## src/rtl/nco_sweep_ctrl.sv

```systemverilog
// Frequency-sweep sequencer for the NCO.
// Latches a sweep configuration on an accepted start, then steps the frequency
// control word from f_start towards f_stop, holding each value for dwell+1
// clocks. Supports single, sawtooth-repeat and triangle-repeat sweeps and
// pulses the NCO phase reset once at sweep start. All outputs are registered.
module nco_sweep_ctrl #(
  parameter int N = 16,
  parameter int D = 16
) (
  input  logic         clk,
  input  logic         reset,
  input  logic         start,
  input  logic         abort,
  input  logic [1:0]   mode,
  input  logic [N-1:0] f_start,
  input  logic [N-1:0] f_stop,
  input  logic [N-1:0] f_step,
  input  logic [D-1:0] dwell,
  output logic [N-1:0] fcw,
  output logic         nco_rst,
  output logic         busy,
  output logic         done,
  output logic         err
);

  typedef enum logic {S_IDLE, S_DWELL} state_t;

  state_t       r_state, w_state_next;
  logic [N-1:0] r_fcw, w_fcw_next;
  logic         r_nco_rst, w_nco_rst_next;
  logic         r_busy, w_busy_next;
  logic         r_done, w_done_next;
  logic         r_err, w_err_next;
  logic         r_dir, w_dir_next;       // 0 = up, 1 = down (triangle mode only)
  logic [D-1:0] r_cnt, w_cnt_next;

  // Shadow copy of the configuration, frozen for the whole sweep
  logic [1:0]   r_mode, w_mode_next;
  logic [N-1:0] r_f_start, w_f_start_next;
  logic [N-1:0] r_f_stop, w_f_stop_next;
  logic [N-1:0] r_f_step, w_f_step_next;
  logic [D-1:0] r_dwell, w_dwell_next;

  // One extra bit on the sum/difference so the clamp sees overflow/underflow
  logic [N:0]   w_sum, w_diff;
  logic [N-1:0] w_up_fcw, w_dn_fcw;

  assign w_sum    = {1'b0, r_fcw} + {1'b0, r_f_step};
  assign w_diff   = {1'b0, r_fcw} - {1'b0, r_f_step};
  assign w_up_fcw = (w_sum > {1'b0, r_f_stop}) ? r_f_stop : w_sum[N-1:0];
  assign w_dn_fcw = (w_diff[N] || (w_diff[N-1:0] < r_f_start)) ? r_f_start : w_diff[N-1:0];

  // Next-state and next-output logic; pulses default low every cycle
  always_comb begin
    w_state_next   = r_state;
    w_fcw_next     = r_fcw;
    w_nco_rst_next = 1'b0;
    w_busy_next    = r_busy;
    w_done_next    = 1'b0;
    w_err_next     = 1'b0;
    w_dir_next     = r_dir;
    w_cnt_next     = r_cnt;
    w_mode_next    = r_mode;
    w_f_start_next = r_f_start;
    w_f_stop_next  = r_f_stop;
    w_f_step_next  = r_f_step;
    w_dwell_next   = r_dwell;

    case (r_state)
      S_IDLE: begin
        if (start && !abort) begin
          if ((f_step != '0) && (f_stop >= f_start)) begin
            w_mode_next    = mode;
            w_f_start_next = f_start;
            w_f_stop_next  = f_stop;
            w_f_step_next  = f_step;
            w_dwell_next   = dwell;
            w_fcw_next     = f_start;
            w_nco_rst_next = 1'b1;
            w_busy_next    = 1'b1;
            w_cnt_next     = dwell;
            w_dir_next     = 1'b0;
            w_state_next   = S_DWELL;
          end else begin
            w_err_next = 1'b1;
          end
        end
      end

      S_DWELL: begin
        if (abort) begin
          w_state_next = S_IDLE;
          w_busy_next  = 1'b0;
        end else if (r_cnt != '0) begin
          w_cnt_next = r_cnt - D'(1);
        end else begin
          w_cnt_next = r_dwell;
          if (!r_dir) begin
            if (r_fcw == r_f_stop) begin
              case (r_mode)
                2'd1: w_fcw_next = r_f_start;
                2'd2: begin
                  // Turn around: the endpoint is held once, then step down
                  w_dir_next = 1'b1;
                  w_fcw_next = w_dn_fcw;
                end
                default: begin
                  w_state_next = S_IDLE;
                  w_busy_next  = 1'b0;
                  w_done_next  = 1'b1;
                end
              endcase
            end else begin
              w_fcw_next = w_up_fcw;
            end
          end else begin
            if (r_fcw == r_f_start) begin
              w_dir_next = 1'b0;
              w_fcw_next = w_up_fcw;
            end else begin
              w_fcw_next = w_dn_fcw;
            end
          end
        end
      end

      default: w_state_next = S_IDLE;
    endcase
  end

  // State and output registers
  always_ff @(posedge clk or negedge reset) begin
    if (!reset) begin
      r_state   <= S_IDLE;
      r_fcw     <= '0;
      r_nco_rst <= 1'b0;
      r_busy    <= 1'b0;
      r_done    <= 1'b0;
      r_err     <= 1'b0;
      r_dir     <= 1'b0;
      r_cnt     <= '0;
      r_mode    <= '0;
      r_f_start <= '0;
      r_f_stop  <= '0;
      r_f_step  <= '0;
      r_dwell   <= '0;
    end else begin
      r_state   <= w_state_next;
      r_fcw     <= w_fcw_next;
      r_nco_rst <= w_nco_rst_next;
      r_busy    <= w_busy_next;
      r_done    <= w_done_next;
      r_err     <= w_err_next;
      r_dir     <= w_dir_next;
      r_cnt     <= w_cnt_next;
      r_mode    <= w_mode_next;
      r_f_start <= w_f_start_next;
      r_f_stop  <= w_f_stop_next;
      r_f_step  <= w_f_step_next;
      r_dwell   <= w_dwell_next;
    end
  end

  assign fcw     = r_fcw;
  assign nco_rst = r_nco_rst;
  assign busy    = r_busy;
  assign done    = r_done;
  assign err     = r_err;

endmodule
```

## config.mk

```make
export PLATFORM = sky130hd
export DESIGN_NAME = nco_sweep_ctrl
export DESIGN_NICKNAME = d
export VERILOG_FILES = /design/src/rtl/nco_sweep_ctrl.sv
export SDC_FILE = /design/constraint.sdc
export NUM_CORES = 1
export LEC_CHECK = 0
export ABC_AREA = 1
export BUFFER_PORTS_ARGS = -buffer_cell sky130_fd_sc_hd__clkbuf_2
export CORE_MARGIN = 4
export CORE_UTILIZATION = 40
export DETAILED_ROUTE_END_ITERATION = 6
export PLACE_DENSITY = 0.62
export SYNTH_ARGS = -nofsm -noshare
export SYNTH_HDL_FRONTEND = slang
export SYNTH_SLANG_ARGS = --single-unit
```

## constraint.sdc

```tcl
create_clock -name clk -period 4.1 [get_ports clk]
set_input_delay 1.025 -clock clk [delete_from_list [all_inputs] [get_ports clk]]
set_output_delay 1.025 -clock clk [all_outputs]
set_load 0.005 [all_outputs]
```

==> reports/results.ini, run 1 <==
[power]
p_switching_mw=4.716
pwr-share-clk_pct=11.0
leakagePower_nw=5.119
internal_power_mw=4.038
p_sw_share_pct=53.87
power_density_nw_per_um2=889.8
pwr-share-comb_pct=69.6
power.share.sequential_pct=19.3
finalPower_mw=8.754
peakVddDrop_mv=0.5270

[placed_design]
dpl.hpwl_um=21790
gp_congestion=0.9276
port_buffers=89

[setup_path]
rr_startpoint=fcw[0]
cp_max_fo=16
r2r_slack_ns=0.31
critPathKind=reg -> reg
worstPathRequired_ns=4.36
critPathSlowestCell=dfrtp_1
cpMostUsedCell=nand3_1
rr_endpoint=fcw[4]
critPathCaptureType=flip-flop
cp_cell_sequence=inv_1, ha_1, inv_1, fa_1, nand3_1, nand3_1, a21oi_4, o21ai_2, nand2_1, nand2_1, xor2_1, inv_1, ha_1, nand4_1, nor3_1, o21ai_1, nand2_1, buf_4, nand3b_1, nand3_1, nand3_1, nand3_1, nand2_1
cp.depth=23
worstPathArrival_ns=4.04
startpoint=fcw[0]
start_kind=flip-flop
cpPeakStageDelay_ns=0.42
critPathTopFamily=simple AND/OR/NAND/NOR gates
ff2ff_path_depth=23
critPathBufInv=4
crit_end=fcw[4]

[routing]
drt-total-wl_um=28330
dr.pass1.iters=5
drt_iter0_markers=544
wl_per_cell_um=17.77
ant_nets=0
avgViaCountPerCell=5.255
drc=0
vias=8376

[sta]
finalSetupTns_ns=0
hold_viol_final=0
max_freq_mhz=264.1
tightest_slew_ns=0.9950
min_period_ns=3.786
finClkSkew_ns=0.01585
fin_hold_ws_ns=0.4781
rsz0062_at_grt=no
final_max_slew_viol_count=0
relSlewSlack_pct=33.66
setup_viol=0
min_period_over_period_pct=92.34

[clock_network]
ctsLongestPathBuffers=2
numCtsBuffers=9
clk_latency_ns=0.37
cts.sinks=104
cts_tree=built
hold_buffers=0
path_clk_slew_ns=0.09
clockRootBuffer=clkbuf_16
h-tree-depth=3

[grt]
grt_max_degree=69
grt_overflow_total=0
grt_use_total_pct=23.63
first_global_vias=8292
antenna_found_initial=0
grt_pass1_wl_um=45370

[floorplanning]
start_util_pct=41.28
die_h_um=156.2
die_w_um=156.2
dieArea_um2=24400
ios=90
core_um2=21290
rows=53

[synthesis]
synth_area_um2=8787
syn_nets=1387
synth-seq-cells=104
async_flop_share_pct=100.0
syn_inst=1232
synth_area_per_cell_um2=7.132
ys_warn_count=0
ys_types=53
synth_enable_flop_cells=0
ys.flop_type=dfrtp_1
synth.yosys.seq_area_share_pct=29.62

[hold_path]
min_path_cells=2
hp-class=reg -> reg

[layout]
fillers=2209
area_growth_pct=11.96
antenna_cells=0
fin_nets=1469
drive_gt1_share_pct=13.95

[flow_run]
cap_violations=0

[run_status]
status=completed

[routing by layer]
layer	routed length, um	vias to the layer above	GRT usage, %
met5	0	-	0
met4	620	0	6.405
met3	2130	39	5.088
met2	12650	280	37.04
met1	12920	3847	33.18
li1	-	4210	-
[power groups by stage]
stage          sequential (mW)  clock (mW)  combinational, mW
4_1_cts                   1.68       0.998               5.91
3_5_place_dp              1.70           0               5.87
2_1_floorplan             1.66           0               4.22
6_report                  1.69       0.966               6.10
5_1_grt                   1.74        1.03               6.86
3_3_place_gp              1.69           0               5.85
[worst min-delay path by stage]
stage	startpoint	end	slack, ns
global placement	r_dwell[11]	r_dwell[11]	0.46
finish	r_dwell[3]	r_dwell[3]	0.48
detailed placement	r_dwell[3]	r_dwell[3]	0.46
global route	r_dwell[3]	r_dwell[3]	0.50
CTS	r_dwell[15]	r_dwell[15]	0.48
floorplan	r_dwell[11]	r_dwell[11]	0.44
[cells in the final DEF, fill, tap and decap left out, drive strengths merged]
cell and count:
nor3 9, ha 83, xnor2 12, a21oi 59, nand2 297, inv 181, and3 1, nand3 116
a21o 2, clkbuf 97, xor2 37, bufinv 1, a22oi 1, o21ai 116, nor2 76, fa 2
o311ai 1, clkinv 6, a2bb2oi 1, buf 29, o21a 4, o221ai 3, o21bai 8, o22ai 4
nand3b 11, dfrtp 104, o221a 1, nor3b 1, a21boi 1, nor4 11, a31oi 22, a211oi 5
a311oi 1, nand4 12, o211ai 4
[worst register-to-register path, cell delays in order, from the launching register on]
cell      delay (ns)
dfrtp_1         0.42
inv_1           0.07
ha_1            0.15
inv_1           0.06
fa_1            0.40
nand3_1         0.09
nand3_1         0.17
a21oi_4         0.25
o21ai_2         0.11
nand2_1         0.08
nand2_1         0.09
xor2_1          0.25
inv_1           0.08
ha_1            0.27
nand4_1         0.10
nor3_1          0.16
o21ai_1         0.10
nand2_1         0.11
buf_4           0.25
nand3b_1        0.13
nand3_1         0.11
nand3_1         0.09
nand3_1         0.07
nand2_1         0.05
[registers in the layout, indices dropped and copies added, names as in the netlist]
signal / cells
r_dir: 1
err: 1
done: 1
r_cnt: 16
r_f_stop: 16
nco_rst: 1
fcw: 16
r_mode: 2
r_state: 1
r_f_start: 16
busy: 1
r_f_step: 16
r_dwell: 16
[stage by stage]
stage          cells  instance area [um^2]  setup slack (ns)  util (%)
6_report        1594                  9838            0.3142     46.22
3_3_place_gp    1577                  9472            0.2014     44.50
5_1_grt         1594                  9838          0.009463     46.22
2_1_floorplan   1232                  8787            0.6527         -
4_1_cts         1593                  9792            0.1465     46.00
3_5_place_dp    1577                  9472            0.1648     44.50
[final cells by class]
| cell class | instances | area [um^2] | share of cell area [%] |
|---|---|---|---|
| multi-input cells | 901 | 5209 | 52.94 |
| flip-flops and latches | 104 | 2604 | 26.47 |
| inverters | 181 | 690.7 | 7.020 |
| repair buffers | 117 | 670.6 | 6.817 |
| well taps | 275 | 344.1 | 3.497 |
| clock buffers | 9 | 225.2 | 2.289 |
| clock inverters | 7 | 95.09 | 0.9666 |
[logic make-up (layout without fill, tap and decap cells)]
| kind of cell | count (synthesis) | in the layout | synth area share, % |
|---|---|---|---|
| buffers and inverters | 227 | 314 | 11.56 |
| DFF | 104 | 104 | 29.62 |
| xor gates and xnor gates | 49 | 49 | 4.884 |
| adders and majority gates | 85 | 85 | 12.27 |
| and+or+nand+nor | 534 | 534 | 26.38 |
| AOI/OAI and AO/OA | 233 | 233 | 15.28 |
[repair_timing]
action,in CTS,in global routing
resized for setup,0,9
setup buffers,0,1
setup endpoints to repair,0,16
[cells in the mapped netlist, types with 2 or more instances]
cell type / instances / area (um^2)
a211oi_1: 5 / 37.54
a21o_1: 2 / 15.01
a21oi_1: 54 / 270.3
a21oi_2: 4 / 35.03
a31oi_1: 21 / 131.4
buf_1: 2 / 7.510
buf_2: 10 / 50.05
buf_4: 2 / 15.01
buf_6: 5 / 56.30
clkbuf_1: 17 / 63.81
clkbuf_8: 7 / 96.34
clkinv_1: 3 / 11.26
dfrtp_1: 104 / 2603
fa_1: 2 / 40.04
ha_1: 83 / 1039
inv_1: 158 / 593.1
inv_2: 17 / 63.81
nand2_1: 285 / 1070
nand2_2: 8 / 50.05
nand2_4: 4 / 45.04
nand3_1: 116 / 580.6
nand3b_1: 11 / 82.58
nand4_1: 12 / 75.07
nor2_1: 75 / 281.5
nor3_1: 9 / 45.04
nor4_1: 11 / 68.82
o211ai_1: 4 / 30.03
o21a_1: 4 / 30.03
o21ai_0: 64 / 320.3
o21ai_1: 49 / 245.2
o21ai_2: 3 / 26.28
o21bai_1: 8 / 60.06
o221ai_1: 3 / 26.28
o22ai_1: 4 / 25.02
xnor2_1: 12 / 105.1
xor2_1: 37 / 324.1
Note: power is estimated with default switching activity, not from simulation.
==> run 2: changes to the inputs <==
Settings changed: PLACE_DENSITY 0.62 to not set, PLACE_DENSITY_LB_ADDON set to 0.12.
==> run 2 against run 1 <==
Against the previous run: flip-flop and latch count is the same; critical endpoint is now fcw[7]; design area is 1.1% higher; die area unchanged; maximum frequency down 0.54%; largest cell class unchanged; sequential share of layout area decreased by 0.31 points; cell count increased by 1.1%.
==> reports/results.ini, run 2 (synthesis results as in run 1) <==
[clock_network]
path_clk_slew_ns=0.08  ; about the same
h-tree-depth=3  ; unchanged
clk_latency_ns=0.37  ; about the same
postCtsSetupRepairBufs=0  ; unchanged
clockRootBuffer=clkbuf_16
numCtsBuffers=9  ; unchanged
ctsLongestPathBuffers=2  ; unchanged
cts.sinks=104  ; unchanged
cts_tree=built

[power]
leakagePower_nw=5.195  ; +1.5%
pwr-share-comb_pct=71.4  ; +1.8 points
p_switching_mw=4.737  ; +0.45%
power.share.sequential_pct=18.6  ; -0.7 points
peakVddDrop_mv=0.3925  ; -26%
power_density_nw_per_um2=890.5  ; about the same
p_sw_share_pct=53.46  ; -0.42 points
pwr-share-clk_pct=10.0  ; -1.0 points
internal_power_mw=4.125  ; +2.2%

[setup_path]
cpMostUsedCell=nand2_1
critPathKind=reg -> reg
critPathCaptureType=flip-flop
cp_max_fo=11  ; -5
critPathTopFamily=simple AND/OR/NAND/NOR gates
start_kind=flip-flop
critPathBufInv=4  ; unchanged
critPathSlowestCell=fa_1
worstPathRequired_ns=4.36  ; about the same
r2r_slack_ns=0.29  ; -0.02 ns
cpPeakStageDelay_ns=0.43  ; about the same
worstPathArrival_ns=4.06  ; +0.02 ns

[grt]
antenna_found_initial=0  ; unchanged
grt_max_degree=47  ; -32%
grt_pass1_wl_um=45550  ; +0.39%
grt_use_total_pct=23.96  ; +0.33 points
first_global_vias=8280  ; -0.14%
grt_overflow_total=0  ; unchanged

[sta]
rsz0062_at_grt=no
setup_viol=0  ; unchanged
finalSetupTns_ns=0  ; unchanged
fin_ws_ns=0.2937  ; -0.02055 ns
min_period_over_period_pct=92.84  ; +0.50 points
min_period_ns=3.806  ; +0.02055 ns
tightest_slew_ns=0.9303  ; -0.06472 ns
hold_viol_final=0  ; unchanged
max_freq_mhz=262.7  ; -0.54%
finClkSkew_ns=0.01644  ; +0.0005864 ns
relSlewSlack_pct=37.91  ; +4.2 points
final_max_slew_viol_count=0  ; unchanged

[floorplanning]
dieArea_um2=24400  ; unchanged
ios=90  ; unchanged
die_w_um=156.2  ; unchanged
die_h_um=156.2  ; unchanged
core_um2=21290  ; unchanged
start_util_pct=41.28  ; unchanged
rows=53  ; unchanged

[layout]
layout_common_cells=nand2_1, inv_1, nand3_1
drive_gt1_share_pct=14.97  ; +1.0 points
antenna_cells=0  ; unchanged
multi_input_area_um2=5209  ; unchanged
final_common_cell=nand2_1
fin_nets=1486  ; +1.2%
fillers=2211  ; +0.091%
seqCellArea_um2=2603  ; about the same
area_growth_pct=13.24

[flow_run]
cap_violations=0  ; unchanged

[placed_design]
preCtsSetupSlack_ns=0.2056  ; +0.04080 ns
gp_congestion=0.9283  ; about the same
port_buffers=89  ; unchanged
dpl.hpwl_um=22410  ; +2.8%

[routing]
drt_iter0_markers=686  ; +26%
drc=0  ; unchanged
drt-total-wl_um=28880  ; +1.9%
vias=8477  ; +1.2%
avgViaCountPerCell=5.262  ; +0.14%
wl_per_cell_um=17.92  ; +0.85%
dr.pass1.iters=5  ; unchanged
ant_nets=0  ; unchanged

[run_status]
status=completed

[hold_path]
hp-class=reg -> reg

run 2: changes by cell type in the layout (fill, tap and decap cells not counted), moves of 2 or more:
cell     before  now
nand2_2       8   10
buf_12        1    3
inv_8         2    0
buf_4        28   42
run 2: tightest hold or removal path: stages (launching register included):
cell,delay [ns]
dfrtp_1,0.35
nand2_1,0.05
nand2_1,0.05
run 2: repair_timing:
item | CTS | global route
endpoints found under the setup margin | 0 | 16
hold buffers | 0 | 0
resized for setup | 0 | 7
run 2: per-layer routing:
metal  GRT usage [%]  up-vias  wire length (um)
met2           38.02      288             12900
met3           3.816       57              1781
met5               0        -                 0
met1           33.51     3885             13250
li1                -     4247                 -
met4           7.893        0               940
run 2: power groups by stage:
stage,combinational (mW),sequential (mW),clock [mW]
CTS,6.18,1.65,0.906
floorplan,4.22,1.66,0
global placement,6.16,1.66,0
finish,6.33,1.65,0.884
detailed placement,6.14,1.66,0
global route,7.08,1.70,0.950
run 2: layout make-up:
cell class / instances / area share (%)
multi-input cells: 902 / 52.35
clock buffers: 10 / 2.301
clock inverters: 6 / 0.6035
well taps: 275 / 3.458
flip-flops and latches: 104 / 26.15
repair buffers: 133 / 8.198
inverters: 181 / 6.941
run 2: path summary, 6_finish.rpt:
kind / from / to / cells after the start
hold reg to reg: r_dwell[15] / r_dwell[15] / 2
hold / removal: r_dwell[15] / r_dwell[15] / 2
setup / recovery: r_f_step[0] / fcw[7] / 29
max in group asynchronous: reset / r_dwell[15] / 2
min in group asynchronous: reset / r_f_step[1] / 1
setup reg to reg: r_f_step[0] / fcw[7] / 29
run 2: stage by stage:
step / instances / utilization, % / area (um^2) / power [mW] / hold WS (ns)
floorplan: 1232 / - / 8787 / 5.877 / 0.4436
global placement: 1594 / 45.21 / 9624 / 7.817 / 0.4634
detailed placement: 1594 / 45.21 / 9624 / 7.798 / 0.4614
CTS: 1610 / 46.57 / 9913 / 8.737 / 0.4850
global route: 1611 / 46.75 / 9951 / 9.721 / 0.5174
finish: 1611 / 46.75 / 9951 / 8.862 / 0.4834
==> run 3: changes to the inputs <==
Settings changed: BUFFER_PORTS_ARGS -buffer_cell sky130_fd_sc_hd__clkbuf_2 to -buffer_cell sky130_fd_sc_hd__buf_2, MAX_ROUTING_LAYER set to met4.
==> run 3 against run 2 <==
Against the previous run: clock-buffer cell count fell by 1; clock skew fell by 0.0012 ns; sequential share of layout area about the same; die area unchanged; flip-flop and latch count did not move; cell count is 0.43% lower; design area is 0.16% lower; core utilization shrank 0.076 points; critical path type unchanged; critical endpoint is now fcw[12]; largest cell class unchanged; highest routed layer unchanged.
==> reports/results.ini, run 3 (synthesis results as in run 1) <==
[floorplanning]
die_w_um=156.2  ; unchanged
die_h_um=156.2  ; unchanged
rows=53  ; unchanged
core_um2=21290  ; unchanged
start_util_pct=41.28  ; unchanged
ios=90  ; unchanged
dieArea_um2=24400  ; unchanged

[sta]
min_period_over_period_pct=91.51  ; -1.3 points
finClkSkew_ns=0.01525  ; -0.001194 ns
hold_viol_final=0  ; unchanged
rsz0062_at_grt=no
tightest_slew_ns=0.7807  ; -0.1496 ns
final_max_slew_viol_count=0  ; unchanged
relSlewSlack_pct=47.89  ; +10 points
finalSetupTns_ns=0  ; unchanged
max_freq_mhz=266.5  ; +1.5%
setup_viol=0  ; unchanged
min_period_ns=3.752  ; -0.05456 ns

[setup_path]
start_kind=flip-flop
worstPathRequired_ns=4.35  ; about the same
cp_max_fo=15  ; +4
worstPathArrival_ns=4.01  ; -0.05 ns
cpPeakStageDelay_ns=0.41  ; -0.02 ns
critPathKind=reg -> reg
critPathSlowestCell=fa_1
critPathCaptureType=flip-flop
cpMostUsedCell=nand2_1

[grt]
grt_use_total_pct=24.23  ; +0.27 points
grt_pass1_wl_um=44840  ; -1.6%
top_usage_layer=met2
met3_usage_pct=3.402  ; -0.41 points
grt_overflow_total=0  ; unchanged
antenna_found_initial=0  ; unchanged
use_met1_pct=33.43  ; -0.086 points
grt_util_met2_pct=36.56  ; -1.5 points
grt_max_degree=62  ; +32%
first_global_vias=8103  ; -2.1%

[power]
pwr-share-clk_pct=10.9  ; +0.9 points
power.share.sequential_pct=18.7  ; about the same
internal_power_mw=4.146  ; +0.53%
p_sw_share_pct=53.29  ; -0.17 points
p_switching_mw=4.730  ; -0.14%
pwr-share-comb_pct=70.4  ; -1.0 points
finalPower_mw=8.877  ; +0.17%
power_density_nw_per_um2=893.5  ; +0.34%
peakVddDrop_mv=0.3174  ; -19%
leakagePower_nw=5.166  ; -0.56%

[routing]
wl_per_cell_um=17.79  ; -0.74%
drt-total-wl_um=28540  ; -1.2%
avgViaCountPerCell=5.236  ; -0.50%
ant_nets=0  ; unchanged
dr.pass1.iters=5  ; unchanged
drc=0  ; unchanged
drt_iter0_markers=515  ; -25%
vias=8398  ; -0.93%

[layout]
layout_common_cells=nand2_1, inv_1, nand3_1
fin_cells=1604  ; -0.43%
fin_area_um2=9935  ; -0.16%
area_growth_pct=13.06
antenna_cells=0  ; unchanged
post-route-util_pct=46.67  ; -0.076 points
final_common_cell=nand2_1
drive_gt1_share_pct=14.52  ; -0.45 points
fin_nets=1479  ; -0.47%

[clock_network]
h-tree-depth=3  ; unchanged
clk_latency_ns=0.37  ; about the same
cts.sinks=104  ; unchanged
path_clk_slew_ns=0.09  ; about the same
hold_buffers=0  ; unchanged
clockRootBuffer=clkbuf_16
numCtsBuffers=9  ; unchanged
cts_tree=built
ctsLongestPathBuffers=2  ; unchanged

[placed_design]
place_inst=1586  ; -0.50%
port_buffers=89  ; unchanged
dpl_cell_area_um2=9577  ; -0.49%
dpl.hpwl_um=22190  ; -0.96%
gp_congestion=0.9867  ; +6.3%

[run_status]
status=completed

[hold_path]
hp-class=reg -> reg

[flow_run]
cap_violations=0  ; unchanged

## run 3: final timing paths
path / from / end / slack, ns / depth (start not counted)
max: r_f_step[0] / fcw[12] / 0.35 / 29
min: r_dwell[11] / r_dwell[11] / 0.48 / 2
max reg2reg: r_f_step[0] / fcw[12] / 0.35 / 29
min reg2reg: r_dwell[11] / r_dwell[11] / 0.48 / 2
max in group asynchronous: reset / r_cnt[3] / 2.66 / 2
min in group asynchronous: reset / r_f_step[4] / 0.68 / 1
## run 3: cell type report
| type | count | area [um^2] |
|---|---|---|
| Clock inverter | 7 | 92.59 |
| Timing Repair Buffer | 127 | 783.3 |
| Inverter | 181 | 690.7 |
| Fill cell | 2230 | 11350 |
| Sequential cell | 104 | 2603 |
| Multi-Input combinational cell | 901 | 5196 |
| Tap cell | 275 | 344.1 |
| Clock buffer | 9 | 225.2 |
## run 3: per-layer routing
metal	vias to the layer above	wire length, um
met5	-	0
met4	0	924
met3	53	1467
met2	244	12710
met1	3876	13440
li1	4225	-
## run 3: what timing repair did
action / CTS / global route
endpoints found under the setup margin: 0 / 16
gates resized for setup: 0 / 6
buffers inserted: 0 / 2
## run 3: critical path, delay by kind of cell, from the launching register on
family                     cells  cell delay (ns)
DFF                            1             0.40
AOI/OAI and AO/OA              2             0.31
xor gates and xnor gates       1             0.19
and+or+nand+nor               19             1.45
adders and majority gates      3             0.93
buffers and inverters          4             0.33
## run 3: power by group through the flow
stage / Clock, mW / Combinational, mW / Sequential (mW)
2_1_floorplan: 0 / 4.22 / 1.66
3_3_place_gp: 0 / 6.09 / 1.67
5_1_grt: 1.03 / 7.00 / 1.70
3_5_place_dp: 0 / 6.06 / 1.67
6_report: 0.965 / 6.25 / 1.66
4_1_cts: 0.988 / 6.10 / 1.65
## run 3: through the flow
stage               setup WS (ns)  hold slack, ns
finish                     0.3482          0.4804
global route             0.007699          0.4974
CTS                        0.1987          0.4849
detailed placement         0.2271          0.4610
global placement           0.2283          0.4599
floorplan                  0.6527          0.4436
